==> config.mk <==
export PLATFORM = sky130hd
export DESIGN_NAME = w_buffer_loader
export DESIGN_NICKNAME = d
export VERILOG_FILES = /design/src/rtl/w_buf_pkg.sv /design/src/rtl/w_buffer_loader.sv
export SDC_FILE = /design/constraint.sdc
export NUM_CORES = 1
export LEC_CHECK = 0
export ABC_AREA = 1
export CORE_MARGIN = 8
export CORE_UTILIZATION = 48
export CTS_CLUSTER_DIAMETER = 200
export CTS_CLUSTER_SIZE = 40
export DETAILED_ROUTE_END_ITERATION = 16
export MAX_ROUTING_LAYER = met4
export PLACE_DENSITY = 0.89
export REMOVE_ABC_BUFFERS = 1
export SETUP_SLACK_MARGIN = 0.1
export SKIP_LAST_GASP = 1
export SLEW_MARGIN = 10
export SYNTH_ARGS = -nofsm -noshare
export SYNTH_HDL_FRONTEND = slang
export SYNTH_SLANG_ARGS = --single-unit
==> constraint.sdc <==
create_clock -name clk -period 4 [get_ports clk]
set_input_delay 0.8 -clock clk [delete_from_list [all_inputs] [get_ports clk]]
set_output_delay 0.8 -clock clk [all_outputs]
set_load 0.01 [all_outputs]
==> src/rtl/w_buf_pkg.sv <==
// Shared weight-buffer definitions: default geometry and the loader/reader FSM state encoding.
package w_buf_pkg;

    localparam int unsigned DEF_RAM_SIZE  = 256;
    localparam int unsigned DEF_ARRAY_M   = 8;
    localparam int unsigned DEF_WGT_WIDTH = 8;

    typedef enum logic [1:0] {
        IDLE = 2'd0,
        LOAD = 2'd1,
        DONE = 2'd2
    } state_t;

endpackage

==> src/rtl/w_buffer_loader.sv <==
// Streams weight beats into ARRAY_M per-column banks at consecutive (wrapping) addresses.
// Optional WLOAD_LAST_CHECK_EN adds s_last framing checks with a sticky err flag.
module w_buffer_loader
    import w_buf_pkg::*;
#(
    parameter int unsigned RAM_SIZE        = DEF_RAM_SIZE,
    parameter int unsigned ADDR_WIDTH      = $clog2(RAM_SIZE),
    parameter int unsigned ARRAY_M         = DEF_ARRAY_M,
    parameter int unsigned WGT_WIDTH       = DEF_WGT_WIDTH,
    parameter int unsigned WBUF_DATA_WIDTH = ARRAY_M * WGT_WIDTH
) (
    input  logic                       clk,
    input  logic                       reset,
    input  logic                       start,
    input  logic [ADDR_WIDTH-1:0]      base_addr,
    input  logic [ADDR_WIDTH:0]        num_words,
    input  logic [$clog2(ARRAY_M):0]   num_cols,
    input  logic [WBUF_DATA_WIDTH-1:0] s_data,
    input  logic                       s_valid,
    input  logic                       s_last,
    output logic                       s_ready,
    output logic [ARRAY_M-1:0]         wr_en,
    output logic [ADDR_WIDTH-1:0]      wr_addr,
    output logic [WBUF_DATA_WIDTH-1:0] wr_data,
    output logic                       busy,
    output logic                       done,
    output logic                       err
);

    localparam int unsigned CNT_W = ADDR_WIDTH + 1;
    localparam int unsigned COL_W = $clog2(ARRAY_M) + 1;

    state_t                 state;
    state_t                 state_next;
    logic [ADDR_WIDTH-1:0]  ptr_q;
    logic [CNT_W-1:0]       count_q;
    logic [CNT_W-1:0]       words_q;
    logic [ARRAY_M-1:0]     mask_q;
    logic [ARRAY_M-1:0]     mask_c;
    logic                   hs_c;
    logic                   final_c;
    logic                   abort_c;

    assign hs_c    = s_valid && s_ready;
    assign final_c = (count_q == (words_q - CNT_W'(1)));

    // Columns at or above num_cols stay unwritten; oversize num_cols saturates to all columns.
    always_comb begin
        mask_c = '0;
        for (int j = 0; j < ARRAY_M; j++) begin
            mask_c[j] = (num_cols > COL_W'(j));
        end
    end

`ifdef WLOAD_LAST_CHECK_EN
    logic err_set_c;

    assign abort_c   = hs_c && s_last && !final_c;
    assign err_set_c = abort_c || (hs_c && final_c && !s_last);

    always_ff @(posedge clk) begin
        if (reset) begin
            err <= 1'b0;
        end else if (state == IDLE && start) begin
            err <= 1'b0;
        end else if (err_set_c) begin
            err <= 1'b1;
        end
    end
`else
    logic unused_s_last;

    assign unused_s_last = s_last;
    assign abort_c       = 1'b0;
    assign err           = 1'b0;
`endif

    always_ff @(posedge clk) begin
        if (reset) begin
            state <= IDLE;
        end else begin
            state <= state_next;
        end
    end

    always_comb begin
        state_next = state;
        case (state)
            IDLE: begin
                if (start) begin
                    state_next = (num_words == '0) ? DONE : LOAD;
                end
            end
            LOAD: begin
                if (hs_c && (final_c || abort_c)) begin
                    state_next = DONE;
                end
            end
            DONE:    state_next = IDLE;
            default: state_next = IDLE;
        endcase
    end

    // Status flags are registered copies of the next state so they track the FSM cycle-exactly.
    always_ff @(posedge clk) begin
        if (reset) begin
            s_ready <= 1'b0;
            busy    <= 1'b0;
            done    <= 1'b0;
            wr_en   <= '0;
            wr_addr <= '0;
            wr_data <= '0;
            ptr_q   <= '0;
            count_q <= '0;
            words_q <= '0;
            mask_q  <= '0;
        end else begin
            s_ready <= (state_next == LOAD);
            busy    <= (state_next != IDLE);
            done    <= (state_next == DONE);
            wr_en   <= '0;
            if (state == IDLE && start) begin
                ptr_q   <= base_addr;
                words_q <= num_words;
                mask_q  <= mask_c;
                count_q <= '0;
            end else if (hs_c) begin
                wr_en   <= mask_q;
                wr_addr <= ptr_q;
                wr_data <= s_data;
                count_q <= count_q + CNT_W'(1);
                ptr_q   <= (ptr_q == ADDR_WIDTH'(RAM_SIZE - 1)) ? '0 : ptr_q + ADDR_WIDTH'(1);
            end
        end
    end

endmodule

**Yosys cells after proc, flatten, opt, wreduce, memory -nomap -nowiden**

Index checks and enable logic that the tools add are counted.

- Word-level logic and storage cells: 46
- Bits in registers: 119
- Output and inout port bits: 84
- Input bits: 90

- Reductions and logical operators: 10
- Order comparisons: 8
- Muxes and demuxes: 7
- Bitwise operators: 2
- $add $sub $neg: 3
- Equality and inequality tests: 5

Operators by type and width:

| kind | number |
|---|---|
| 8-bit two-way mux | 3 |
| 4-bit by 3-bit greater-than comparator with 1-bit output (second input constant) | 4 |
| 9-bit by 1-bit adder with 9-bit output (second input constant) | 1 |
| 9-bit equality test | 1 |
| 9-bit logical NOT | 1 |
| 9-bit by 1-bit subtractor with 9-bit output (second input constant) | 1 |
| 8-bit by 1-bit adder with 8-bit output (second input constant) | 1 |
| 8-bit equality test (second input constant) | 1 |
| 4-bit by 1-bit greater-than comparator with 1-bit output (second input constant) | 2 |
| 4-bit by 2-bit greater-than comparator with 1-bit output (second input constant) | 2 |
| 2-bit two-way mux | 3 |
| 2-bit by 1-bit equality test with 1-bit output (second input constant) | 2 |
| 2-bit case mux with 2 select lines | 1 |
| 2-bit nonzero test | 2 |
| 1-bit logical AND | 3 |
| 3-bit OR reduction | 1 |
| 2-bit equality test (second input constant) | 1 |
| 2-bit logical NOT | 1 |
| 1-bit inverter | 2 |
| 2-bit AND reduction | 1 |
| 2-bit OR reduction | 1 |

**Depth between registers and ports, before layout**

Gate-level depths: netlist (run 1).

- Depth after elaboration: 6
- Depth in mapped cells: 12

**Least setup slack after synthesis (run 1)**

No wires, ideal clock.

- Path kind: input to register
- Start: in start
- End: reg wr_data[21]
- Setup slack: 2281 ps
- Arrival time: 1603 ps
- Stages on the path: 9
- Buffers on the path: 3
- Path through: nand3_4 > inv_2 > buf_6 > nor2_8 > inv_4 > buf_6 > buf_6 > nor2_1 > nor2_1

- Longest elaborated chain between the ends: 3

RTL lines:

| item | line | text |
|---|---|---|
| start: declaration | w_buffer_loader.sv:14 | `input logic start,` |
| 1-bit logical AND | w_buffer_loader.sv:122 | `if (state == IDLE && start) begin` |
| 1-bit inverter (no source line) | - |  |
| 2-bit AND reduction (no source line) | - |  |
| end signal: assignment | w_buffer_loader.sv:130 | `wr_data <= s_data;` |
| end: declaration | w_buffer_loader.sv:24 | `output logic [WBUF_DATA_WIDTH-1:0] wr_data,` |

No other way between the ends.
A chain may end at the register's enable or synchronous reset.

**Worst setup path after layout (run 1)**

- Start: in start
- End: reg ptr_q[6]

- Longest elaborated chain between the ends: 2
- Elaborated cells between the ends (all ways): 3
- Those cells by class: mux: 1; reduce/logical: 2

RTL lines:

| item | line | text |
|---|---|---|
| 1-bit logical AND * | w_buffer_loader.sv:122 |  |
| 8-bit two-way mux / 2-bit nonzero test (equally long branches) | - |  |
| end signal: assignment | w_buffer_loader.sv:123 | `ptr_q <= base_addr;` |
| end signal: assignment | w_buffer_loader.sv:132 | `ptr_q <= (ptr_q == ADDR_WIDTH'(RAM_SIZE - 1)) ? '0 : ptr_q + ADDR_WIDTH'(1);` |
| end: declaration | w_buffer_loader.sv:35 | `logic [ADDR_WIDTH-1:0] ptr_q;` |

Every way passes the cells marked *; elsewhere a longest branch is shown, timed or not.

==> results of run 1 <==
==> report_power, final <==
group | leakage (uW) | internal (uW) | total, uW | switching (uW)
Clock | 0.000276 | 925 | 1430 | 508
Combinational | 0.00173 | 201 | 396 | 194
Sequential | 0.000971 | 1250 | 1280 | 36.2
Total | 0.00298 | 2370 | 3110 | 739
==> path summary, 6_finish.rpt <==
path,from,endpoint,slack [ns],depth (start not counted)
setup / recovery,start,ptr_q[6],1.66,6
hold / removal,mask_q[0],wr_en[0],0.44,2
setup reg to reg,state[0],ptr_q[6],2.06,6
hold reg to reg,mask_q[0],wr_en[0],0.44,2
==> cell usage after synthesis, types with 4 or more instances <==
library cell  count
a31oi_1           4
nand2_1          80
inv_1            44
nor3_1            4
dfxtp_1         119
buf_2            10
o21ai_0          93
xor2_1            6
a21oi_1          15
nor2_1          173
buf_6             6
clkbuf_1          9
nand3_1          13
==> metrics by stage <==
stage	util [%]	hold slack, ns	cells	power (uW)	worst slack [ns]
floorplan	-	0.410	588	1470	1.74
global placement	66.8	0.425	897	1680	1.22
detailed placement	66.8	0.432	897	1700	1.24
CTS	72.7	0.441	928	3130	1.70
global route	72.7	0.458	928	3240	1.51
finish	72.7	0.441	928	3110	1.66
==> placed cells by master (no fill, tap or decap), types with 3 or more instances in the layout <==
cell / Yosys / layout
nand3_1: 13 / 13
inv_1: 44 / 44
o21ai_0: 93 / 93
xor2_1: 6 / 6
xnor2_1: 3 / 3
inv_2: 3 / 3
dfxtp_1: 119 / 119
buf_4: 2 / 5
nor2_1: 173 / 173
a31oi_1: 4 / 4
ha_1: 3 / 3
clkbuf_16: 0 / 16
nor3_1: 4 / 4
a21oi_1: 15 / 15
nand4_1: 3 / 3
clkbuf_8: 0 / 4
nand2_1: 80 / 80
clkdlybuf4s50_1: 0 / 171
o22ai_1: 3 / 3
clkinv_2: 0 / 5
==> worst max-delay path: stages <==
cell and delay [ns]:
clkdlybuf4s50_1 0.45, nand3_4 0.13, inv_2 0.13, nor2_1 0.45
inv_1 0.47, o31ai_1 0.32
==> layout make-up <==
| cell class | count | area, um^2 |
|---|---|---|
| flip-flops and latches | 119 | 2380 |
| inverters | 48 | 183 |
| multi-input cells | 421 | 1960 |
| clock inverters | 9 | 100 |
| clock buffers | 22 | 463 |
| fillers | 694 | 2640 |
| repair buffers | 176 | 1750 |
| well taps | 133 | 166 |
==> routing by layer <==
layer | routed length, um | vias up
met2 | 7410 | 235
li1 | - | 2308
met5 | 0 | -
met1 | 6010 | 2228
met3 | 1320 | 41
met4 | 522 | 0
==> registers in the layout (all words and copies together) (netlist names) <==
signal,cells
busy,1
count_q,9
done,1
mask_q,8
ptr_q,8
s_ready,1
state,2
words_q,9
wr_addr,8
wr_data,64
wr_en,8
==> logic make-up (layout without fill, tap and decap cells) <==
group                      count (synthesis)  after routing  synth area share, %
buffers and inverters                     78            255                 7.71
DFF                                      119            119                 50.6
and+or+nand+nor                          285            285                 25.1
adders and majority gates                  3              3                0.798
xor gates and xnor gates                   9              9                 1.68
other                                      1              1               0.0797
AOI/OAI and AO/OA                        123            123                 14.0
==> summary.md, run 1 <==
| Metric | Value |
|---|---|
| RSZ-0062 raised after global routing | false |
| Achievable frequency | 428 MHz |
| Tcrit/Tclk final | roughly three fifths |
| CP max FO | 22 |
| Antenna diodes | 0 |
| Via density | roughly 5.2 |
| Seq cells post-synth | 119 |
| Mapped Area | approximately 4700 um^2 |
| Post-Synthesis Cells | 618 |
| DR WL/cell | about 16 um |
| I/O Buffers | between 150 and 200 |
| Die width | about 120 um |
| Fin area | between 7000 and 8000 um^2 |
| Die area | about 13,000 um^2 |
| Largest net degree at the start of global routing | 80 |
| CTS Hold Buffers Added | 0 |
| Pre-antenna DRT Iters | 5 |
| Detailed-route wire length | ~15,000 um |
| Core Region | 9640 um^2 |
| Initial Util | about half |
| Placement Cell Area | 6440 um^2 |
| M2 GR Usage | about two fifths |
| Grt met3 use | between 6 and 7% |
| CTS tree | built |
| Vias | approximately 4,800 |
| Gr busiest metal | met2 |
| Grt ovf | 0 |
| Clk_skew | about 0.0079 ns |
| Worst min path class | reg2reg |
| Layout area overhead | 48.8% |
| Pleak | 0.00298 uW |
| CTS root buf | clkbuf_8 |
| Worst endpoint data arrival time | about 2.8 ns |
| Synth async-reset ratio | 0% |
| Worst-path clk slew | around 0.05 ns |
| Global-route wire length before repair | approximately 24,000 um |
| Net count, final | a little under 900 |
| Bufs on Longest Clock Path | 2 |
| Post-DP HPWL | roughly 11,000 um |
| Slew Viols, Final | 0 |
| Vias in the first global route | 4,747 |
| GP Congestion | ~0.89 |
| Remaining DRCs | 0 |
| All-Layer GR Usage | a little under a quarter |
| Number of synthesized flops with an enable pin | 0 |
| Setup Crit Path Kind | in2reg |
| Setup tns final | 0 ns |
| Final setup fails | 0 |
| Worst-margin pin slew | slightly above 0.7 ns |
| Synth cell types | 42 |
| Share of cells above drive strength 1 | a little under 6% |
| # rows | 36 |
| Maximum VDD drop | ~0.32 mV |
| Initial antenna violation count | 0 |
| Post_cts resized | 0 |
| Max_cap viols | 0 |
| Top cell type's share of synthesized area | between 50% and 60% |
| Status | completed |
| Fin crit period | between 2 and 2.5 ns |
| Clock sinks | between 100 and 150 |
| CTS H-tree lvls | 4 |
| Die Ht | between 100 and 150 um |
| Startpoint Class | input pin |
| Inserted Clock Buffers | 17 |
| Total power divided by cell area | 445 nW/um^2 |
| Area contributors post-synth | dfxtp_1 (51%), nor2_1 (14%), o21ai_0 (9.9%), nand2_1 (6.4%), inv_1 (3.5%) |
| Final ANT Viol Nets | 0 |
| Post-CTS setup buffer count | 0 |
| Mean Syn Cell Area | 7.61 um^2 |
| Critical Path RT | 4.43 ns |
| Synthesis Warnings | 0 |
| Slew headroom | a little over half |
| Skew-Pair Late Insertion Delay | 0.51 ns |
| Initial DRC count | roughly 360 |
| M1 GR Usage | between 20 and 25% |
| Post-synth top flop | dfxtp_1 |
| CP Capture Type | flop |
| Sequential area share after synthesis | about half |
| Post-synth top area cell | dfxtp_1 |
| IO Count | 174 |
| Final Hold Vio Count | 0 |
Note: power is estimated with default switching activity, not from simulation.
==> run 2: changes to the inputs <==
--- a/config.mk
+++ b/config.mk
@@ -7,12 +7,12 @@
 export LEC_CHECK = 0
 export ABC_AREA = 1
 export CORE_MARGIN = 8
-export CORE_UTILIZATION = 48
+export CORE_UTILIZATION = 44
 export CTS_CLUSTER_DIAMETER = 200
 export CTS_CLUSTER_SIZE = 40
 export DETAILED_ROUTE_END_ITERATION = 16
 export MAX_ROUTING_LAYER = met4
-export PLACE_DENSITY = 0.89
+export PLACE_DENSITY = 0.82
 export REMOVE_ABC_BUFFERS = 1
 export SETUP_SLACK_MARGIN = 0.1
 export SKIP_LAST_GASP = 1
==> constraint.sdc (replaced) <==
create_clock -name clk -period 2.45 [get_ports clk]
set_input_delay 0.49 -clock clk [delete_from_list [all_inputs] [get_ports clk]]
set_output_delay 0.49 -clock clk [all_outputs]
set_load 0.01 [all_outputs]
==> summary.md, run 2 (synthesized netlist as in run 1, its figures left out) <==
| Metric | Value |
|---|---|
| Critical path, cell by cell | clkdlybuf4s50_1 |
| Inserted Clock Buffers | 17 (unchanged) |
| CP max FO | 2 (-91%) |
| Bufs on Longest Clock Path | 2 (unchanged) |
| Die area | 14,300 um^2 (+7.8%) |
| DP Worst Slack | 0.340 ns (-0.897 ns) |
| Tcrit/Tclk final | between 70% and 80% |
| Met3 WL | 1160 um (-12%) |
| Met2 WL post-DR | 6990 um (-5.7%) |
| Initial antenna violation count | 0 (unchanged) |
| Worst min path class | reg2reg |
| Total power divided by cell area | 731 nW/um^2 (+64%) |
| Final Hold Vio Count | 0 (unchanged) |
| Most common cell after layout, fill and taps aside | nor2_1 |
| CP max stage cell | clkdlybuf4s50_1 |
| # rows | 37 (+2.8%) |
| DR WL/cell | 15.5 um (-5.7%) |
| Skew-Pair Late Insertion Delay | 0.51 ns (about the same) |
| Max reg flops | 64 (unchanged) |
| Global-route wire length before repair | 23,500 um (-1.8%) |
| Vias in the first global route | 4,691 (-1.2%) |
| Die Ht | 119 um (+3.8%) |
| Fin crit period | about 1.9 ns |
| Setup ws final | 0.505 ns (-1.16 ns) |
| Net count, final | 882 (+0.68%) |
| Initial Util | 45.4% (-3.4 points) |
| Largest Register | wr_data |
| All-Layer GR Usage | 20.8% (-3.0 points) |
| CTS tree | built |
| Core Region | 10,400 um^2 (+7.6%) |
| Critical path buffers and inverters | 1 (-2) |
| Post_cts resized | 0 (unchanged) |
| Vias | 4,679 (-2.8%) |
| Most frequent cells in the layout | nor2_1 (173), clkdlybuf4s50_1 (171), dfxtp_1 (119) |
| Setup Crit Path Kind | reg2out |
| Final ANT Viol Nets | 0 (unchanged) |
| CTS root buf | clkbuf_8 |
| Metal-1 WL | 5950 um (-1.0%) |
| Final setup fails | 0 (unchanged) |
| Worst-path clk slew | 0.06 ns (about the same) |
| Remaining DRCs | 0 (unchanged) |
| Largest net degree at the start of global routing | 72 (-10%) |
| CTS H-tree lvls | 4 (unchanged) |
| Layout area overhead | 51.1% |
| Uppermost routed layer | met4 |
| Detailed-route wire length | 14,600 um (-4.7%) |
| Largest regs | wr_data: 64 flops, count_q: 9 flops, words_q: 9 flops |
| Pre-antenna DRT Iters | 4 (-1) |
| RSZ-0062 raised after global routing | false |
| Slew headroom | 61.3% (+8.9 points) |
| Achievable frequency | 514 MHz |
| Share of cells above drive strength 1 | 6.86% (+0.95 points) |
| Critical Path RT | 1.96 ns (-2.47 ns) |
| Slew Viols, Final | 0 (unchanged) |
| Fillcell total | 817 (+18%) |
| Clock sinks | 119 (unchanged) |
| GP Congestion | 0.906 (+1.9%) |
| I/O Buffers | 171 (unchanged) |
| Pleak | 0.00303 uW (+1.7%) |
| Max_cap viols | 0 (unchanged) |
| Initial DRC count | 348 (-3.1%) |
| CP Capture Type | output port |
| Status | completed |
| Clk_skew | 0.00587 ns (-0.00206 ns) |
| Worst-margin pin slew | 0.581 ns (-0.133 ns) |
| Startpoint Class | flop |
| Worst endpoint data arrival time | 1.46 ns (-1.30 ns) |
| Grt ovf | 0 (unchanged) |
| Via density | 4.99 (-3.8%) |
| Post-DP HPWL | 10,700 um (-0.67%) |
| Antenna diodes | 0 (unchanged) |
| Crit-path leading delay family | buffers and inverters |
| CTS Hold Buffers Added | 0 (unchanged) |
| Post-CTS setup buffer count | 0 (unchanged) |
| Setup tns final | 0 ns (unchanged) |
| Die width | 119 um (+3.8%) |
| Maximum VDD drop | 0.380 mV (+19%) |
| Crit-path max cell delay | 0.57 ns (+0.10 ns) |
| IO Count | 174 (unchanged) |
run 2: cell types whose count changed in the layout (fill, tap and decap cells not counted), sizes merged:
cell    previous run  this run
buf                5        11
bufinv             2         3
clkbuf            22        20
clkinv             5         7
run 2: report_power, final:
group	switching, uW	internal, uW
combinational	312	340
clock	855	1600
sequential	56.5	2040
run 2: cell type report:
class                      count  area, um^2  share of cell area [%]
timing repair buffer         182        1820                    25.6
sequential                   119        2380                    33.5
multi-input combinational    421        1960                    27.6
tap                          136         170                    2.39
inverter                      48         183                    2.57
clock buffer                  20         445                    6.26
clock inverter                12         151                    2.13
run 2: routing by layer:
layer | vias up | global-route usage, %
li1 | 2318 | -
met1 | 2153 | 22.9
met2 | 178 | 34.7
met3 | 30 | 6.14
met4 | 0 | 8.59
met5 | - | -
run 2: path summary, 6_finish.rpt:
| path | cells past startpoint | slack [ns] | from | endpoint |
|---|---|---|---|---|
| max | 1 | 0.50 | s_ready | s_ready |
| max reg2reg | 12 | 0.78 | words_q[0] | s_ready |
| min | 2 | 0.43 | mask_q[7] | wr_en[7] |
| min reg2reg | 2 | 0.43 | mask_q[7] | wr_en[7] |
run 2: per-stage QoR:
stage	hold WS (ns)	cell area (um^2)	power (uW)	utilization [%]	std cells
floorplan	0.410	4530	2390	-	588
detailed placement	0.419	6520	2780	62.8	906
global placement	0.421	6520	2760	62.8	906
finish	0.435	7110	5200	68.6	938
CTS	0.432	7110	5250	68.6	938
global route	0.464	7110	5420	68.6	938
